## config.mk

```make
export PLATFORM = sky130hd
export DESIGN_NAME = vga_timing_gen
export DESIGN_NICKNAME = d
export VERILOG_FILES = /design/src/rtl/vga_pkg.sv /design/src/rtl/vga_axis_counter.sv /design/src/rtl/vga_timing_gen.sv
export SDC_FILE = /design/constraint.sdc
export NUM_CORES = 1
export LEC_CHECK = 0
export ABC_AREA = 1
export ABC_CLOCK_PERIOD_IN_PS = 1560
export CORE_UTILIZATION = 47
export CTS_CLUSTER_DIAMETER = 120
export CTS_CLUSTER_SIZE = 40
export DETAILED_ROUTE_END_ITERATION = 6
export GPL_TIMING_DRIVEN = 0
export HOLD_SLACK_MARGIN = 0.1
export PLACE_DENSITY = 0.79
export SLEW_MARGIN = 20
export SYNTH_ARGS = -nofsm -noshare
export SYNTH_HDL_FRONTEND = slang
export SYNTH_SLANG_ARGS = --single-unit
```

## constraint.sdc

```tcl
create_clock -name clk -period 1.56 [get_ports clk]
set_input_delay 0.156 -clock clk [delete_from_list [all_inputs] [get_ports clk]]
set_output_delay 0.156 -clock clk [all_outputs]
set_load 0.005 [all_outputs]
```

## src/rtl/vga_pkg.sv

```systemverilog
// Shared coordinate width, 640x480@60 default timing and sync polarity constants
// for the VGA timing generator.
package vga_pkg;

    localparam int COORD_W         = 11;
    localparam int COORD_MAX_TOTAL = 1 << COORD_W;

    localparam int DEF_H_ACTIVE = 640;
    localparam int DEF_H_FP     = 16;
    localparam int DEF_H_SYNC   = 96;
    localparam int DEF_H_BP     = 48;
    localparam int DEF_V_ACTIVE = 480;
    localparam int DEF_V_FP     = 10;
    localparam int DEF_V_SYNC   = 2;
    localparam int DEF_V_BP     = 33;

    localparam int SYNC_ACTIVE_LOW  = 0;
    localparam int SYNC_ACTIVE_HIGH = 1;

    typedef logic [COORD_W-1:0] coord_t;

    // True when lo <= pos < lo+len.
    function automatic logic in_window(coord_t pos, int lo, int len);
        return (int'(pos) >= lo) && (int'(pos) < lo + len);
    endfunction

endpackage

```

## src/rtl/vga_axis_counter.sv

```systemverilog
// One timing axis: counts 0..TOTAL-1 on en, resets to TOTAL-1 so the first
// enable lands on 0. count_nxt lets the parent register decodes with zero skew.
module vga_axis_counter
    import vga_pkg::*;
#(
    parameter int TOTAL = 800
) (
    input  logic   clk,
    input  logic   rst_n,
    input  logic   en,
    output coord_t count,
    output coord_t count_nxt,
    output logic   wrap
);

    localparam coord_t LAST = coord_t'(TOTAL - 1);

    assign wrap = en && (count == LAST);

    always_comb begin
        count_nxt = count;
        if (en) begin
            count_nxt = wrap ? '0 : count + coord_t'(1);
        end
    end

    always_ff @(posedge clk or negedge rst_n) begin
        if (!rst_n) begin
            count <= LAST;
        end else begin
            count <= count_nxt;
        end
    end

endmodule

```

## src/rtl/vga_timing_gen.sv

```systemverilog
// VGA raster timing: registered counters, syncs, data enable and strobes.
// Optional frame counter output enabled by defining VGA_TIMING_FRAME_CNT_EN.
module vga_timing_gen
    import vga_pkg::*;
#(
    parameter int H_ACTIVE = DEF_H_ACTIVE,
    parameter int H_FP     = DEF_H_FP,
    parameter int H_SYNC   = DEF_H_SYNC,
    parameter int H_BP     = DEF_H_BP,
    parameter int V_ACTIVE = DEF_V_ACTIVE,
    parameter int V_FP     = DEF_V_FP,
    parameter int V_SYNC   = DEF_V_SYNC,
    parameter int V_BP     = DEF_V_BP,
    parameter int SYNC_POL = SYNC_ACTIVE_LOW
) (
    input  logic               clk,
    input  logic               rst_n,
    input  logic               pix_en,
    output logic [COORD_W-1:0] hcount,
    output logic [COORD_W-1:0] vcount,
    output logic               hsync,
    output logic               vsync,
    output logic               de,
    output logic               line_start,
    output logic               frame_start
`ifdef VGA_TIMING_FRAME_CNT_EN
    ,
    output logic [15:0]        frame_cnt
`endif
);

    localparam int   H_TOTAL = H_ACTIVE + H_FP + H_SYNC + H_BP;
    localparam int   V_TOTAL = V_ACTIVE + V_FP + V_SYNC + V_BP;
    localparam logic SYNC_ON = (SYNC_POL != 0);

    if (H_TOTAL > COORD_MAX_TOTAL) begin : g_h_total_check
        $error("vga_timing_gen: H_TOTAL exceeds 11-bit counter range");
    end
    if (V_TOTAL > COORD_MAX_TOTAL) begin : g_v_total_check
        $error("vga_timing_gen: V_TOTAL exceeds 11-bit counter range");
    end

    coord_t h_nxt, v_nxt;
    logic   h_wrap, v_wrap;

    vga_axis_counter #(.TOTAL(H_TOTAL)) u_h_axis (
        .clk       (clk),
        .rst_n     (rst_n),
        .en        (pix_en),
        .count     (hcount),
        .count_nxt (h_nxt),
        .wrap      (h_wrap)
    );

    vga_axis_counter #(.TOTAL(V_TOTAL)) u_v_axis (
        .clk       (clk),
        .rst_n     (rst_n),
        .en        (h_wrap),
        .count     (vcount),
        .count_nxt (v_nxt),
        .wrap      (v_wrap)
    );

    // Decode the next coordinates so flags and counters update on the same edge.
    always_ff @(posedge clk or negedge rst_n) begin
        if (!rst_n) begin
            hsync       <= ~SYNC_ON;
            vsync       <= ~SYNC_ON;
            de          <= 1'b0;
            line_start  <= 1'b0;
            frame_start <= 1'b0;
        end else begin
            hsync       <= in_window(h_nxt, H_ACTIVE + H_FP, H_SYNC) ? SYNC_ON : ~SYNC_ON;
            vsync       <= in_window(v_nxt, V_ACTIVE + V_FP, V_SYNC) ? SYNC_ON : ~SYNC_ON;
            de          <= (int'(h_nxt) < H_ACTIVE) && (int'(v_nxt) < V_ACTIVE);
            line_start  <= h_wrap;
            frame_start <= h_wrap && v_wrap;
        end
    end

`ifdef VGA_TIMING_FRAME_CNT_EN
    always_ff @(posedge clk or negedge rst_n) begin
        if (!rst_n) begin
            frame_cnt <= '0;
        end else if (h_wrap && v_wrap) begin
            frame_cnt <= frame_cnt + 16'd1;
        end
    end
`endif

endmodule
```

==> flow_summary.ini, run 1 <==
[logic_synthesis]
syn_nets = 239
synth.area.top_cells = dfrtp_1 22%, dfstp_2 18%, nand2_1 14%
synthCells = 233
syn_area_um2 = 1720
yosys.area.top_type = dfrtp_1
synth_warnings = 0
syn_area_per_cell_um2 = 7.39
yosysSeqAreaShare_pct = 40.1
synth_top_area_share_pct = 21.8
synth.distinct_cells = 30
ys_ff_latch = 27

[setup_path]
path_cells = ha_4, nand2_2, nor2_4, nand3_4, clkinv_4, nand2_1, o21ai_1, nand2_1, nor3_2, nand3_1
max_stage_delay_ps = 580
path_common_cell = nand2_1
cp-start-kind = flip-flop
endpoint_kind = flip-flop
worstPathMaxFanout = 8
crit_arrival_ps = 2030
required_ps = 1830
crit_type = flip-flop to flip-flop
cpMaxStageDelayCell = dfstp_2

[final_layout]
final_common_cell = nand2_1
area_growth_syn_to_layout_pct = 35.4
seq_area_um2 = 693
final_cells = 333
nets = 294
drive_gt1_share_pct = 28.6
post-route-util_pct = 68.3
final_cell_mix = 59 x nand2_1, 30 x inv_1, 23 x nor2_1
nFillCells = 288
multi_input_area_um2 = 943
antenna_cells = 0

[global_routing]
grt_pass1_vias = 1614
grt_max_degree = 28
grt_remaining_overflow = 0
antenna_found_initial = 0
track_usage_pct = 23.2
grt_pass1_wl_mm = 7.30

[sta]
min_period_ps = 1760
clock_skew_ps = 9.20
tightest_slew_ps = 598
rsz0062_at_grt = yes
final.setup.tns_ps = -697
setup_viol = 4
drv_slew = 0
relSlewSlack_pct = 60.1
hold_viol = 0
period_share_pct = 113
worst_slack_ps = -201
clock.fmax_mhz = 568

[floorplanning]
die_x_um = 62.5
die-area_um2 = 3910
start_util_pct = 50.4
coreArea_um2 = 3420
fp.dieH_um = 62.5
io_pins = 30
rows = 21

[placed_design]
dp.cells = 307
place_ws_ps = -240
hpwl_mm = 2.90
portBuffers = 28
finalWeightedCongestion = 0.878

[routing]
wirelength_mm = 4.16
firstDrtPassIters = 4
drtIter0Drc = 121
via_per_inst = 5.11
drc_errors = 0
ant_nets = 0
via_count = 1700
wire_per_inst_um = 12.5

[status]
violations = setup timing
status = complete, but fails checks

[clock_tree]
cts_tree = yes
clockBufferDepth = 2
htree_num_levels = 1
cts-root-buf = clkbuf_4
clock-sinks = 27
clkTransAtPathRegs_ps = 150
worstSkewPairLatency_ps = 330
cts_buffers = 3

[power_and_ir_drop]
p_leak_nw = 1.07
power_mw = 2.10
ir_drop_v = 0.000371
p_per_area_nw_per_um2 = 900

[flow_run]
maxCapViolations = 0

[hold_path]
hold_path.class = input port to flip-flop
[stage by stage]
stage                     cell area (um2)  hold WS [ps]
after floorplan                      1740          -140
after global placement               2080           372
after detailed placement             2080           194
after CTS                            2240           134
after global routing                 2330           158
final                                2330           137
[worst paths after layout]
kind                                    from                  to  slack (ps)  cells past startpoint
max                        u_h_axis.count[1]               vsync        -200                     10
min                                   pix_en   u_h_axis.count[2]         140                      4
max reg2reg                u_h_axis.count[1]               vsync        -200                     10
min reg2reg                u_h_axis.count[2]   u_h_axis.count[2]         620                      2
max in group asynchronous              rst_n   u_v_axis.count[4]         790                      2
min in group asynchronous              rst_n  u_h_axis.count[10]         350                      2
[critical path: cells and delay by family, from the launching register on]
kind | cells | cell delay (ps)
AOI/OAI and AO/OA | 1 | 90
buffers and inverters | 1 | 120
and+or+nand+nor | 7 | 780
DFF | 1 | 580
adders and majority gates | 1 | 160
[cell usage after synthesis]
master and number:
o21bai_1 1, buf_6 1, nand3_2 3, clkinv_1 1
nor2_4 3, clkinv_4 1, ha_1 3, o21ai_0 5
dfstp_2 12, inv_2 5, o21ai_2 2, nor3_2 1
o21ai_1 2, nor2_2 7, o21bai_2 1, xor2_1 3
nand2_1 63, dfrtp_1 15, nand3_4 1, o22ai_1 1
a21oi_1 2, nand3b_1 2, nor2_1 25, nand2_2 3
inv_1 33, nor3_4 1, nand3_1 24, nand2_4 1
nand4_1 10, nor3_1 1
[flip-flops by register name (all words and copies together) (netlist names)]
register / cells
hsync: 1
frame_start: 1
line_start: 1
de: 1
u_v_axis.count: 11
vsync: 1
u_h_axis.count: 11
[metal layers]
layer / part of all wire [%] / vias up / GRT usage (%)
met4: 1.5 / 0 / 7.27
met5: 0 / - / 0
met3: 4.7 / 6 / 3.65
met1: 44 / 784 / 29.2
li1: - / 852 / -
met2: 50 / 58 / 40.5
[timing repair]
| item | in CTS | in global routing |
|---|---|---|
| hold buffers | 2 | 0 |
| hold endpoints to repair | 17 | 0 |
| setup endpoints to repair | 19 | 26 |
| setup buffers | 14 | 6 |
| resized for setup | 13 | 21 |
| pin swaps | 1 | 6 |
[where the power goes]
group	internal, mW	switching (mW)
Clock	0.0982	0.216
Combinational	0.366	0.427
Sequential	0.853	0.139
[kinds of logic after synthesis]
| logic type | count (synthesis) | share of synthesized area [%] |
|---|---|---|
| compound gates | 14 | 5.08 |
| xor+xnor | 3 | 1.53 |
| fa+ha+maj | 3 | 2.18 |
| buf+inv | 41 | 9.66 |
| flops | 27 | 40.1 |
| simple gates | 145 | 41.5 |
[cell type report]
type                       count  area share (%)
sequential                    27            29.7
clock inverter                 1           0.322
inverter                      40            6.86
timing repair buffer          50            18.8
buffer                         1           0.483
tap                           46            2.47
clock buffer                   3           0.965
multi-input combinational    165            40.4
No activity file was read; power rests on OpenSTA's default activity.
==> run 2, diff against run 1 <==
- ABC_CLOCK_PERIOD_IN_PS: 1560 -> not set
==> results of run 2 <==
The final DEF is identical to that of run 1; final timing and power are the same.
